File: config.mk
export PLATFORM = sky130hd
export DESIGN_NAME = fetch_unit
export DESIGN_NICKNAME = d
export VERILOG_FILES = /design/src/rtl/fetch_unit.sv
export SDC_FILE = /design/constraint.sdc
export NUM_CORES = 1
export LEC_CHECK = 0
export ABC_AREA = 1
export ABC_CLOCK_PERIOD_IN_PS = 4300
export CAP_MARGIN = 20
export CORE_MARGIN = 3
export CORE_UTILIZATION = 35
export DETAILED_ROUTE_END_ITERATION = 6
export PLACE_DENSITY = 0.69
export SYNTH_ARGS = -nofsm -noshare
export SYNTH_HDL_FRONTEND = slang
export SYNTH_SLANG_ARGS = --single-unit
export TNS_END_PERCENT = 100
File: constraint.sdc
create_clock -name clk -period 4.3 [get_ports clk]
set_clock_uncertainty 0.1 [all_clocks]
set_input_delay 0.645 -clock clk [delete_from_list [all_inputs] [get_ports clk]]
set_output_delay 0.645 -clock clk [all_outputs]
set_load 0.05 [all_outputs]
File: src/rtl/fetch_unit.sv
// Instruction fetch stage: owns the PC, issues word fetches over a req/gnt/rvalid
// handshake and buffers returned {pc, instr} pairs in order for the IF/ID register.
module fetch_unit #(
    parameter int                  PC_WIDTH = 64,
    parameter logic [PC_WIDTH-1:0] RESET_PC = '0,
    parameter int                  DEPTH    = 2
) (
    input  logic                clk,
    input  logic                rst,
    input  logic                stall,
    input  logic                flush,
    input  logic [PC_WIDTH-1:0] redirect_pc,
    output logic                imem_req,
    output logic [PC_WIDTH-1:0] imem_addr,
    input  logic                imem_gnt,
    input  logic                imem_rvalid,
    input  logic [31:0]         imem_rdata,
    output logic [PC_WIDTH-1:0] PC_out,
    output logic [31:0]         instruction_out,
    output logic                valid_out
);
    localparam int AW = $clog2(DEPTH);
    localparam int CW = AW + 1;
    localparam logic [31:0] NOP = 32'h0000_0013;

    logic [PC_WIDTH-1:0] pc;
    logic [CW-1:0]       outstanding;
    logic [CW-1:0]       drop;
    logic [CW-1:0]       count;
    logic [AW-1:0]       rd_ptr;
    logic [AW-1:0]       wr_ptr;
    logic [AW-1:0]       tag_rd;
    logic [AW-1:0]       tag_wr;

    logic [PC_WIDTH-1:0] fifo_pc    [DEPTH];
    logic [31:0]         fifo_instr [DEPTH];
    logic [PC_WIDTH-1:0] tag_pc     [DEPTH];

    logic [CW:0] occupancy;
    logic        grant;
    logic        resp;
    logic        push;
    logic        pop;

    // In-flight fetches (including ones still to be dropped) share the cap with buffered words.
    assign occupancy = {1'b0, outstanding} + {1'b0, count};
    assign imem_req  = !rst && (occupancy < (CW+1)'(DEPTH));
    assign imem_addr = pc;

    assign grant = imem_req && imem_gnt;
    assign resp  = imem_rvalid && (outstanding != '0);
    assign push  = resp && (drop == '0);
    assign pop   = valid_out && !stall && !flush;

    assign valid_out       = (count != '0);
    assign PC_out          = valid_out ? fifo_pc[rd_ptr] : '0;
    assign instruction_out = valid_out ? fifo_instr[rd_ptr] : NOP;

    always_ff @(posedge clk) begin
        if (rst) begin
            pc          <= RESET_PC;
            outstanding <= '0;
            drop        <= '0;
            count       <= '0;
            rd_ptr      <= '0;
            wr_ptr      <= '0;
            tag_rd      <= '0;
            tag_wr      <= '0;
            for (int i = 0; i < DEPTH; i++) begin
                fifo_pc[i]    <= '0;
                fifo_instr[i] <= '0;
                tag_pc[i]     <= '0;
            end
        end else if (flush) begin
            // Everything still in flight after this edge, including a same-cycle grant, is stale.
            pc          <= redirect_pc;
            outstanding <= outstanding + CW'(grant) - CW'(resp);
            drop        <= outstanding + CW'(grant) - CW'(resp);
            count       <= '0;
            rd_ptr      <= '0;
            wr_ptr      <= '0;
            tag_rd      <= '0;
            tag_wr      <= '0;
        end else begin
            outstanding <= outstanding + CW'(grant) - CW'(resp);
            count       <= count + CW'(push) - CW'(pop);
            if (grant) begin
                pc             <= pc + PC_WIDTH'(4);
                tag_pc[tag_wr] <= pc;
                tag_wr         <= tag_wr + AW'(1);
            end
            if (resp && (drop != '0)) begin
                drop <= drop - CW'(1);
            end
            if (push) begin
                fifo_pc[wr_ptr]    <= tag_pc[tag_rd];
                fifo_instr[wr_ptr] <= imem_rdata;
                wr_ptr             <= wr_ptr + AW'(1);
                tag_rd             <= tag_rd + AW'(1);
            end
            if (pop) begin
                rd_ptr <= rd_ptr + AW'(1);
            end
        end
    end
endmodule

---- After elaboration in Yosys (flattened, before gate mapping) ----
Memory sizes are Yosys's and may differ from the RTL's. A register that Yosys moved wholly into a read port is not among the register bits.
Cells that the tools add are included.
word-level totals
  bits in registers ....................... 74
  latch bits .............................. 0
  memory bits (writable) .................. 320
  memory bits (read-only) ................. 0
  output and inout bits ................... 162
  memories ................................ 3
operators by class
  $add $sub $neg .......................... 11
  multiply operators ...................... 0
  divide/modulo/power cells ............... 0
  order comparisons ....................... 1
  eq/ne operators ......................... 0
  shift-type cells ........................ 0
  mux-type cells .......................... 31
  bitwise gates (word level) .............. 0
  reductions and logical operators ........ 20
memories
  memory      words  width  read ports  clocked after memory_dff  wr ports  RTL line  RTL
  fifo_pc     2      64     1           1                         2         35        logic [PC_WIDTH-1:0] fifo_pc [DEPTH];
  tag_pc      2      64     1           1                         2         37        logic [PC_WIDTH-1:0] tag_pc [DEPTH];
  fifo_instr  2      32     1           1                         2         36        logic [31:0] fifo_instr [DEPTH];
operators by type and width
  kind                   count
  $mux 64                5
  $reduce_or 64->1       2
  $add 64x3->64 const B  1
  $mux 32                2
  $reduce_or 32->1       1
  $mux 1                 22
  $reduce_bool 2->1      5
  $logic_and 1x1->1      7
  $add 1x1->1 const B    4
  $add 2x1->2            2
  $mux 2                 2
  $sub 2x1->2            2
  $add 2x2->3            1
  $logic_not 1->1        3
  $lt 3x2->1 const B     1
  $logic_not 2->1        1
  $reduce_or 2->1        1
  $sub 2x1->2 const B    1

---- Logic depth before layout (Yosys ltp) ----
  depth in word-level cells ............... 10
  gate-level depth with buffers ........... 13
  gate-level depth less buffers ........... 13

---- Worst setup path before layout ----
Ideal clock, no wire load.
  path kind ............................... input-to-reg
  from .................................... input flush
  to ...................................... memory fifo_instr[0][0] (enable)
  library setup time ...................... 0.458 ns
  arrival ................................. 3.699 ns
  data required time ...................... 3.742 ns
  path slack .............................. 0.043 ns
  stages .................................. 8
  cell sequence ........................... buf_2 > nor2_4 > inv_2 > nor2_1 > nand2_1 > buf_2 > buf_2 > nand2_1
RTL lines
  element          RTL line  RTL
  start, declared  11        input logic flush,
  end, declared    36

==> key figures <==
Timing
  – Period utilisation layout: 89.0%
  – Worst Tran Pin Value: 961 ps
  – Max transition margin: 35.9%
  – Final setup vio count: 0
  – Fmax: 261 MHz
  – Fin. max-slew vios: 0
  – Setup TNS: 0 ps
  – RSZ-0062 raised after global routing: no
  – Hold Vio Cnt, Final: 0
  – Hold WS: 371 ps
  – Setup WS post-layout: 471 ps
  – Post-layout minimum cycle time: 3830 ps

Layout
  – Final core occ: 44.8%
  – # fillers: 4868
  – Layout area overhead: 25.4%
  – Layout cell share with drive strength beyond 1: 6.58%
  – Nets: 2372
  – Number of diodes: 0

Die
  – DIE AREA: 55600 µm²
  – Die Width: 236 µm
  – Core Region: 51700 µm²
  – IO Count: 264
  – Die height: 236 µm
  – Initial core utilization: 35.7%
  – Row count: 83

Worst setup path
  – Critical path required time: 3560 ps
  – CP top delay family: buffers and inverters
  – Critical path type: reg2out
  – Kind of end point of the critical path: output pin
  – Worst Path Max Fanout: 63
  – CP bufs+invs: 2
  – CP peak stage delay: 890 ps
  – CP Launch Type: flop
  – Critical Path, Cell by Cell: buf_4 > nand2_1 > a21oi_1 > clkdlybuf4s50_1
  – Worst path arrival time: 3080 ps
  – Slowest CP cell: clkdlybuf4s50_1

Logic synthesis
  – Syn Area/Cell: 9.12 µm²
  – Yosys reg bits: 396
  – Seq/Total Area, Yosys: 60.3%
  – Mapped Area: 18500 µm²
  – Most frequent cells after synthesis: nand2_1 (473), nor2_1 (405), edfxtp_1 (320), inv_1 (181), a21oi_1 (143)
  – Cells after Synth: 2026
  – Netlist cell types: 38
  – Synth top area share: 52.0%
  – YS warnings: 0
  – Synth Flop Type: edfxtp_1
  – Post-synth EDFFs: 320
  – Syn nets: 2135
  – Asr flop ratio synth: 0%
  – Count leader, synth: nand2_1
  – Largest cells by area after synthesis: edfxtp_1 (52%), nand2_1 (9.6%), dfxtp_1 (8.2%)
  – Leading area contributor after synthesis: edfxtp_1

Placement
  – PortBufs: 263
  – Post-place setup slack: 768 ps
  – DP HPWL: 40.4 mm
  – Placer Congestion: 0.909

Detailed routing
  – WL final: 56.4 mm
  – Routed vias/inst: 4.95
  – First-pass DRT Iterations: 6
  – Drt drc: 0
  – DRT antenna net count: 0
  – WL/cell: 19.0 µm
  – Iter 0 DRT Violations: 1340
  – Vias: 14700

Power and ir drop
  – Net Sw Frac: 27.9%
  – Power Density: 403 nW/µm²
  – Combinational Power Share: 14.4%
  – Pwr Total: 0.00934 W
  – P_sw: 0.00260 W
  – Cell Int Power: 0.00673 W
  – Power share of the clock group: 37.2%
  – Static Leak: 8.31 nW
  – VDD IR max: 0.272 mV
  – Sequential share of power: 48.4%

Global routing
  – Grt total ovfl: 0
  – Gr usage total: 19.8%
  – Largest net degree at the start of global routing: 98
  – Global-route wire length before repair: 85.7 mm
  – Number of global-route vias before repair: 14400
  – Initial antenna violation count: 0

Clock network
  – Clock Path Buffers: 3
  – Cts hold-fix bufs: 0
  – CTS tree: built
  – Root Buffer: clkbuf_16
  – Skew-Pair Late Insertion Delay: 580 ps
  – Clk sinks: 396
  – Worst-path clk slew: 60 ps
  – CTS Buf Count: 41
  – Post-CTS sizing: 0
  – Max H-tree Level: 2
  – Setup repair bufs after CTS: 0

Worst hold path
  – Min-delay worst type: reg2reg

Outcome
  – Status: finished clean

Run
  – Max-Cap Viols: 0
[worst paths after layout]
kind,startpoint,endpoint,slack [ps],cells after the start
max reg2reg,count[0],tag_pc[1][49],1050,10
min reg2reg,tag_rd,flop,370,2
max,flop,PC_out[62],470,4
min,tag_rd,flop,370,2
[cell type report]
type	count	area (µm²)	area share, %
flip-flops and latches	396	11100	48.1
multi-input cells	1345	6260	27.0
repair buffers	292	2920	12.6
clock buffers	54	1100	4.73
well taps	680	851	3.67
inverters	187	703	3.04
clock inverters	21	200	0.864
[power groups by stage]
stage               Combinational [W]  Clock, W  Sequential [W]
global placement              0.00132         0         0.00460
finish                        0.00134   0.00347         0.00452
CTS                           0.00135   0.00355         0.00452
global route                  0.00144   0.00369         0.00455
detailed placement            0.00135         0         0.00460
floorplan                    0.000696         0         0.00469
[per-layer routing]
layer	GRT usage, %	vias to the layer above	share of wire [%]
li1	-	7103	-
met1	27.6	7016	45
met2	31.6	520	46
met3	3.61	92	6.4
met4	6.25	0	3.1
met5	0	-	0
[worst register-to-register path: stages (launching register included)]
cell	delay [ps]
dfxtp_1	410
nand2_1	70
inv_1	70
fa_1	440
nor2_1	210
nand3_4	270
nor2_8	180
buf_4	470
nand2_2	120
nand2_2	90
buf_4	440
[cells by family (layout without fill, tap and decap cells)]
logic type      after synthesis  in the layout  share of synthesized area, %
mux                          64             64                          3.47
buf+inv                     285            554                          6.12
fa+ha+maj                     7              7                         0.515
flops                       396            396                          60.3
compound gates              236            236                          6.58
xor+xnor                     13             13                         0.616
simple gates               1025           1025                          22.5
[per-stage QoR]
| stage | cells | instance area (µm²) |
|---|---|---|
| 5_1_grt | 2975 | 23200 |
| 3_3_place_gp | 2900 | 21900 |
| 6_report | 2975 | 23200 |
| 4_1_cts | 2975 | 23200 |
| 2_1_floorplan | 2026 | 18500 |
| 3_5_place_dp | 2900 | 21900 |
[cell usage in the layout, fill, tap and decap left out, types with 3 or more instances in the layout]
cell             Yosys  final
dfxtp_1             76     74
clkdlybuf4s50_1      0    261
nand4_1             12     12
inv_2                4      5
buf_4                1     23
o211ai_1             3      3
clkinv_2             1      4
clkinv_1             1     11
nand2_1            473    467
ha_1                 6      6
a31oi_1             17     17
xor2_1              12     12
inv_1              181    181
edfxtp_1           320    320
nor3_1               8      8
o21ai_0             70     70
nand2_2              1      4
clkbuf_1            58     12
buf_12               0      6
a21oi_1            143    143
clkbuf_16            0     42
mux2i_1             64     64
nand2_4              0      3
nor2_2              45     45
nor2_1             405    404
nand3_1             73     72
[flip-flops by register name, indices dropped and copies added, names as in the netlist, named ones only]
| signal | count |
|---|---|
| wr_ptr | 1 |
| rd_ptr | 1 |
| count | 2 |
| tag_pc | 128 |
| tag_rd | 1 |
| imem_addr | 64 |
| tag_wr | 1 |
| fifo_pc | 128 |
| fifo_instr | 64 |
| outstanding | 2 |
| drop | 2 |
(Power assumes the default switching activity.)
